### src/rtl/fpu_mac_seq.sv
// Multiply-accumulate sequencer driving non-pipelined float32 multiplier and adder cores.
// Optional macro FPU_MAC_RELU_EN clamps negative results to +0 at the output.
module fpu_mac_seq #(
  parameter int CNT_W = 16
) (
  input  logic             clk,
  input  logic             rst,
  input  logic [31:0]      in_a,
  input  logic [31:0]      in_b,
  input  logic             in_last,
  input  logic             in_stb,
  output logic             in_ack,
  output logic [31:0]      mul_a,
  output logic [31:0]      mul_b,
  output logic             mul_a_stb,
  output logic             mul_b_stb,
  input  logic             mul_a_ack,
  input  logic             mul_b_ack,
  input  logic [31:0]      mul_z,
  input  logic             mul_z_stb,
  output logic             mul_z_ack,
  output logic [31:0]      add_a,
  output logic [31:0]      add_b,
  output logic             add_a_stb,
  output logic             add_b_stb,
  input  logic             add_a_ack,
  input  logic             add_b_ack,
  input  logic [31:0]      add_z,
  input  logic             add_z_stb,
  output logic             add_z_ack,
  output logic [31:0]      out_z,
  output logic [CNT_W-1:0] out_cnt,
  output logic             out_z_stb,
  input  logic             out_z_ack
);

  typedef enum logic [2:0] {
    GET_IN,
    MUL_PUT,
    MUL_GET,
    ADD_PUT,
    ADD_GET,
    PUT_OUT
  } state_t;

  state_t           state;
  logic [31:0]      acc;
  logic [CNT_W-1:0] cnt;
  logic             last;

  // An operand channel is done once its stb has dropped or is dropping on this edge.
  logic mul_a_done, mul_b_done, add_a_done, add_b_done;
  assign mul_a_done = !mul_a_stb || mul_a_ack;
  assign mul_b_done = !mul_b_stb || mul_b_ack;
  assign add_a_done = !add_a_stb || add_a_ack;
  assign add_b_done = !add_b_stb || add_b_ack;

  function automatic logic [31:0] relu(input logic [31:0] v);
`ifdef FPU_MAC_RELU_EN
    return v[31] ? 32'h0000_0000 : v;
`else
    return v;
`endif
  endfunction

  always_ff @(posedge clk) begin
    if (rst) begin
      state     <= GET_IN;
      in_ack    <= 1'b0;
      mul_a_stb <= 1'b0;
      mul_b_stb <= 1'b0;
      mul_z_ack <= 1'b0;
      add_a_stb <= 1'b0;
      add_b_stb <= 1'b0;
      add_z_ack <= 1'b0;
      out_z_stb <= 1'b0;
      out_z     <= 32'h0000_0000;
      out_cnt   <= '0;
      acc       <= 32'h0000_0000;
      cnt       <= '0;
      last      <= 1'b0;
    end else begin
      case (state)
        GET_IN: begin
          in_ack <= 1'b1;
          if (in_stb && in_ack) begin
            in_ack    <= 1'b0;
            mul_a     <= in_a;
            mul_b     <= in_b;
            last      <= in_last;
            mul_a_stb <= 1'b1;
            mul_b_stb <= 1'b1;
            state     <= MUL_PUT;
          end
        end
        MUL_PUT: begin
          if (mul_a_stb && mul_a_ack) mul_a_stb <= 1'b0;
          if (mul_b_stb && mul_b_ack) mul_b_stb <= 1'b0;
          if (mul_a_done && mul_b_done) begin
            mul_z_ack <= 1'b1;
            state     <= MUL_GET;
          end
        end
        MUL_GET: begin
          if (mul_z_stb && mul_z_ack) begin
            mul_z_ack <= 1'b0;
            add_a     <= acc;
            add_b     <= mul_z;
            add_a_stb <= 1'b1;
            add_b_stb <= 1'b1;
            state     <= ADD_PUT;
          end
        end
        ADD_PUT: begin
          if (add_a_stb && add_a_ack) add_a_stb <= 1'b0;
          if (add_b_stb && add_b_ack) add_b_stb <= 1'b0;
          if (add_a_done && add_b_done) begin
            add_z_ack <= 1'b1;
            state     <= ADD_GET;
          end
        end
        ADD_GET: begin
          if (add_z_stb && add_z_ack) begin
            add_z_ack <= 1'b0;
            acc       <= add_z;
            cnt       <= cnt + 1'b1;
            if (last) begin
              out_z     <= relu(add_z);
              out_cnt   <= cnt + 1'b1;
              out_z_stb <= 1'b1;
              state     <= PUT_OUT;
            end else begin
              in_ack <= 1'b1;
              state  <= GET_IN;
            end
          end
        end
        PUT_OUT: begin
          // Accumulator restarts from +0 for the next vector once the result is taken.
          if (out_z_stb && out_z_ack) begin
            out_z_stb <= 1'b0;
            acc       <= 32'h0000_0000;
            cnt       <= '0;
            in_ack    <= 1'b1;
            state     <= GET_IN;
          end
        end
        default: state <= GET_IN;
      endcase
    end
  end

endmodule

### config.mk
export PLATFORM = sky130hd
export DESIGN_NAME = fpu_mac_seq
export DESIGN_NICKNAME = d
export VERILOG_FILES = /design/src/rtl/fpu_mac_seq.sv
export SDC_FILE = /design/constraint.sdc
export NUM_CORES = 1
export LEC_CHECK = 0
export CAP_MARGIN = 20
export CORE_ASPECT_RATIO = 0.8
export CORE_UTILIZATION = 43
export DETAILED_ROUTE_END_ITERATION = 10
export GPL_TIMING_DRIVEN = 0
export PLACE_DENSITY = 0.89
export REMOVE_ABC_BUFFERS = 1
export SYNTH_ARGS = -nofsm -noshare
export SYNTH_HDL_FRONTEND = slang
export SYNTH_SLANG_ARGS = --single-unit
### constraint.sdc
create_clock -name clk -period 8.24 [get_ports clk]
set_input_delay 1.648 -clock clk [delete_from_list [all_inputs] [get_ports clk]]
set_output_delay 1.648 -clock clk [all_outputs]
set_load 0.02 [all_outputs]
* After elaboration in Yosys (flattened, before gate mapping)
Cells that the tools add are included. W data, S select, Z words.
Storage, ports and cells: flip-flop bits (word level) 236
Cells by class: add/subtract/negate cells 1, equality and inequality tests 17, muxes and demuxes 39, bitwise gates (word level) 1, reductions and logical operators 39
Operators by type and width (count):
- $mux W32 | 2
- $pmux W32 S2 | 1
- $mux W16 | 2
- $pmux W16 S2 | 1
- $reduce_and A3 Y1 | 10
- $ne A2 B2 Y1 const B | 12
- $mux W3 | 7
- $pmux W3 S6 | 1
- $mux W1 | 17
- $add A16 B1 Y16 const B | 1
- $pmux W1 S2 | 7
- $logic_and A1 B1 Y1 | 10
- $reduce_bool A2 Y1 | 5
- $reduce_and A4 Y1 | 2
- $eq A3 B2 Y1 const B | 2
- $eq A3 B3 Y1 const B | 2
- $reduce_and A6 Y1 | 1
- $logic_not A1 Y1 | 4
- $logic_or A1 B1 Y1 | 4
- $eq A3 B1 Y1 const B | 1
- $logic_not A3 Y1 | 1
- $pmux W1 S3 | 1
- $reduce_bool A3 Y1 | 1
- $reduce_and A2 Y1 | 1
- $not A1 Y1 | 1

* Longest topological paths before layout
depth after elaboration 5, depth in mapped cells 8

* Worst setup path after synthesis
No wires, ideal clock.
path type in2reg, start point input port rst, end point register mul_a[0], enable pin, setup time 0.564 ns, data arrival time 6.464 ns, data required time 7.676 ns, setup slack 1.211 ns, cell stages on the path 3, buffers on the path 2, path through clkbuf_1 -> clkbuf_1 -> nor3_1
On the way: longest elaborated chain between the ends 2
RTL lines:
- start, declared | line 7 | input logic rst,
- $not A1 Y1 (no source line)
- $reduce_and A3 Y1 (no source line)
- end signal, assigned | line 88 | mul_a <= in_a;
- end, declared | line 13 | output logic [31:0] mul_a,
Every way passes these cells. A chain may end at the register's enable or synchronous reset.

* Worst setup path in the final report
start point input port in_stb, end point register mul_b[25], enable pin
On the way: longest elaborated chain between the ends 2
RTL lines:
- start, declared | line 11 | input logic in_stb,
- $logic_and A1 B1 Y1 | line 86 | if (in_stb && in_ack) begin
- $reduce_and A3 Y1 (no source line)
- end signal, assigned | line 89 | mul_b <= in_b;
- end, declared | line 14 | output logic [31:0] mul_b,
Every way passes these cells.

==> reports/results.tsv <==
stage	metric	value	unit
placed_design	estimated wirelength of the detail-placed design	16.4	mm
setup_path	Worst EP arrival	3.86	ns
synth	Post-synth EDFFs	128	
sta	share of the cycle needed by the critical path after routing	44.2	%
floorplan	Top Ports	323	
placed_design	pre-CTS setup slack	4.06	ns
clock_tree	cts bufs inserted	24	
clock_tree	# resized after CTS	0	
clock_tree	CTS Root Buffer Type	clkbuf_16	
setup_path	crit path kind	input port to flip-flop	
sta	post-layout worst setup margin	4.60	ns
sta	Rel. slew slack	36.2	%
routing	post-detailed-route count of antenna-violating nets	0	
grt	via count of the first global-routing pass	6219	
finish	area overhead of the layout relative to synthesis	53.3	%
setup_path	crit end category	flip-flop	
clock_tree	Worst-Skew Late Latency	0.53	ns
routing	drt pass-1 iters	5	
grt	Congestion Overflow GR	0	
routing	detailed-route vias per instance	5.15	
grt	global route hottest layer	met2	
pwr	net switching fraction of the power	23.1	%
sta	worst hold slack	0.422	ns
finish	final net count	1102	
synth	post-synth cell types	48	
grt	wire length of the first global-routing pass	34.7	mm
synth	share of flip-flops with an asynchronous set or reset	0	%
grt	initial antenna violation count	3	
routing	detailed-route via count	6368	
pwr	Lkg Pwr	0.00409	uW
synth	post-synthesis register bit count	236	
setup_path	critical path startpoint category	input port	
finish	fraction of layout instances using a drive strength above 1	6.02	%
floorplan	die outline height	125	um
synth	area of the mapped netlist	8170	sq um
pwr	part of the total power dissipated in sequential elements	50.1	%
sta	setup violators final	0	
routing	detailed-route DRC error count	0	
grt	met1 GRT Util	26.3	%
setup_path	endpoint required time on the critical path	8.45	ns
floorplan	width of the die	156	um
clock_tree	# hold bufs at CTS	0	
grt	routing usage on met3	5.93	%
clock_tree	post-CTS setup repair buffer count	0	
placed_design	routability cong.	0.828	
hold_path	class of the tightest hold or removal check	flip-flop to flip-flop	
finish	final instance area	12500	sq um
clock_tree	clock-pin transition on the worst setup and hold timing paths	0.06	ns
synth	portion of the post-synthesis area used by sequential elements	73.5	%
sta	setup repair after global routing missed its margin	false	
job	number of max-cap violations	0	
floorplan	Die ar.	19600	sq um
clock_tree	number of clock sinks seen by CTS	236	
sta	summed negative setup slack over all endpoints	0	ns
finish	Util after Layout	68.1	%
floorplan	row count	44	
sta	final number of max-transition violations	0	
grt	largest net degree at the start of global routing	58	
grt	Tot GR Track Use	23.2	%
clock_tree	CTS HTree Levels	1	
pwr	Worst VDD drop	0.000122	V
floorplan	Initial Utilization	44.4	%
pwr	Power Dens Cells	208	nW/um^2
pwr	combinational share of power	10.1	%
pwr	Net Switching	604	uW
routing	routed length per placed instance	19.3	um
synth	post-synthesis instance total	643	
placed_design	total cell area at the placement stage	11800	sq um
sta	final setup skew	0.0285	ns
placed_design	count of buffers from port buffering	322	
sta	achievable clock frequency	275	MHz
synth	Mapped Avg Cell Area	12.7	sq um
synth	count of synthesis-stage warnings from yosys	0	
routing	Detailed Route WL	23.8	mm
floorplan	area of the placeable core	18400	sq um
clock_tree	clock tree from TritonCTS	yes	
sta	Worst Tran Pin Value	0.946	ns
setup_path	largest fanout on the critical path	14	
grt	met2 track demand over resource	41.2	%
sta	Hold Vio Cnt, Final	0	
pwr	internal power of the cells	2010	uW
sta	clock period minus worst slack	3.64	ns
clock_tree	Max Buffers Root-to-Sink	3	
synth	flip-flop cell with the highest count after synthesis	edfxtp_1	
routing	drt initial violations	449	
run_status	run status	complete, no violations	
pwr	clock share of power	39.8	%
[worst max-delay path: stages]
cell,delay (ns)
clkdlybuf4s50_1,0.46
nand4bb_1,0.19
nor3_2,0.49
buf_6,0.25
buf_6,0.19
buf_6,0.18
buf_8,0.18
buf_4,0.25
[worst paths after layout]
| path | end | slack [ns] | startpoint | depth (start not counted) |
|---|---|---|---|---|
| max | mul_b[25]$_DFFE_PP_ | 4.60 | in_stb | 8 |
| max reg2reg | mul_b[25]$_DFFE_PP_ | 5.62 | state[1]$_SDFFE_PP0P_ | 7 |
| min reg2reg | add_a[6]$_DFFE_PP_ | 0.42 | acc[6]$_SDFFE_PP0P_ | 0 |
| min | add_a[6]$_DFFE_PP_ | 0.42 | acc[6]$_SDFFE_PP0P_ | 0 |
[registers in the layout, indices dropped and copies added, names as in the netlist, 3 cells and up]
signal and cells:
acc 32, add_a 32, add_b 32, cnt 16, mul_a 32, mul_b 32, out_cnt 16, out_z 32
state 3
[layout by cell type (no fill, tap or decap), types with 4 or more instances in the layout]
cell             synthesis  layout
edfxtp_1               128     128
a211oi_1                15      15
dfxtp_1                108     108
a311oi_1                 4       4
nor2_1                  60      58
a31oi_1                  5       5
nand2_1                 86      86
xor2_1                   4       4
buf_12                   0       4
clkbuf_1                34       9
inv_1                    6       6
a22oi_1                 33      33
nor2b_1                  5       5
nor3_1                   7       6
o21ai_0                 15      15
nand3_1                 10       9
clkbuf_16                0      24
clkdlybuf4s50_1          0     321
nand2b_1                 5       5
or3_1                    6       6
xnor2_1                  9       9
o211ai_1                 4       4
nand3b_1                10      10
a21oi_1                 50      50
[power by group through the flow]
stage / clock [uW] / combinational (uW) / sequential [uW]
2_1_floorplan: 0 / 53.3 / 1380
3_3_place_gp: 0 / 245 / 1340
3_5_place_dp: 0 / 262 / 1330
4_1_cts: 1050 / 264 / 1310
5_1_grt: 1110 / 278 / 1310
6_report: 1040 / 264 / 1310
[cell families after synthesis]
group	Yosys count	synth area share, %
flops	236	73.5
mux	1	0.122
simple gates	209	11.9
compound gates	136	10.6
buf+inv	47	2.27
fa+ha+maj	1	0.153
xor+xnor	13	1.39
[synthesized netlist by cell type (2+ instances only)]
master      n  share of area, %
edfxtp_1  128                47
dfxtp_1   108                26
nand2_1    86               4.0
nor2_1     60               2.8
a21oi_1    50               3.1
clkbuf_1   34               1.6
a22oi_1    33               3.0
a211oi_1   15               1.4
o21ai_0    15              0.92
nand3_1    10              0.61
nand3b_1   10              0.92
xnor2_1     9              0.96
buf_2       7              0.43
nor3_1      7              0.43
inv_1       6              0.28
or3_1       6              0.46
a31oi_1     5              0.38
nand2b_1    5              0.38
nor2b_1     5              0.38
a311oi_1    4              0.43
o211ai_1    4              0.37
xor2_1      4              0.43
nand4_1     3              0.23
nor4_1      3              0.23
and3_1      2              0.15
or4b_2      2              0.24
[metrics by stage]
| stage | total power (uW) | instances |
|---|---|---|
| after CTS | 2620 | 1233 |
| after global routing | 2700 | 1236 |
| after detailed placement | 1590 | 1189 |
| final | 2610 | 1236 |
| after global placement | 1590 | 1177 |
| after floorplan | 1430 | 602 |
[per-layer routing]
layer | routed length (um) | share of wire [%]
met1 | 8630 | 36
met2 | 12400 | 52
met3 | 1860 | 7.8
met4 | 902 | 3.8
met5 | 0 | 0
[layout make-up]
type / instances / area [sq um]
flip-flops and latches: 236 / 6010
fillers: 1297 / 5860
repair buffers: 334 / 3430
multi-input cells: 360 / 2010
clock buffers: 34 / 648
well taps: 253 / 317
clock inverters: 10 / 96.3
inverters: 6 / 22.5
diodes: 3 / 7.51
No activity file was read; power rests on OpenSTA's default activity.
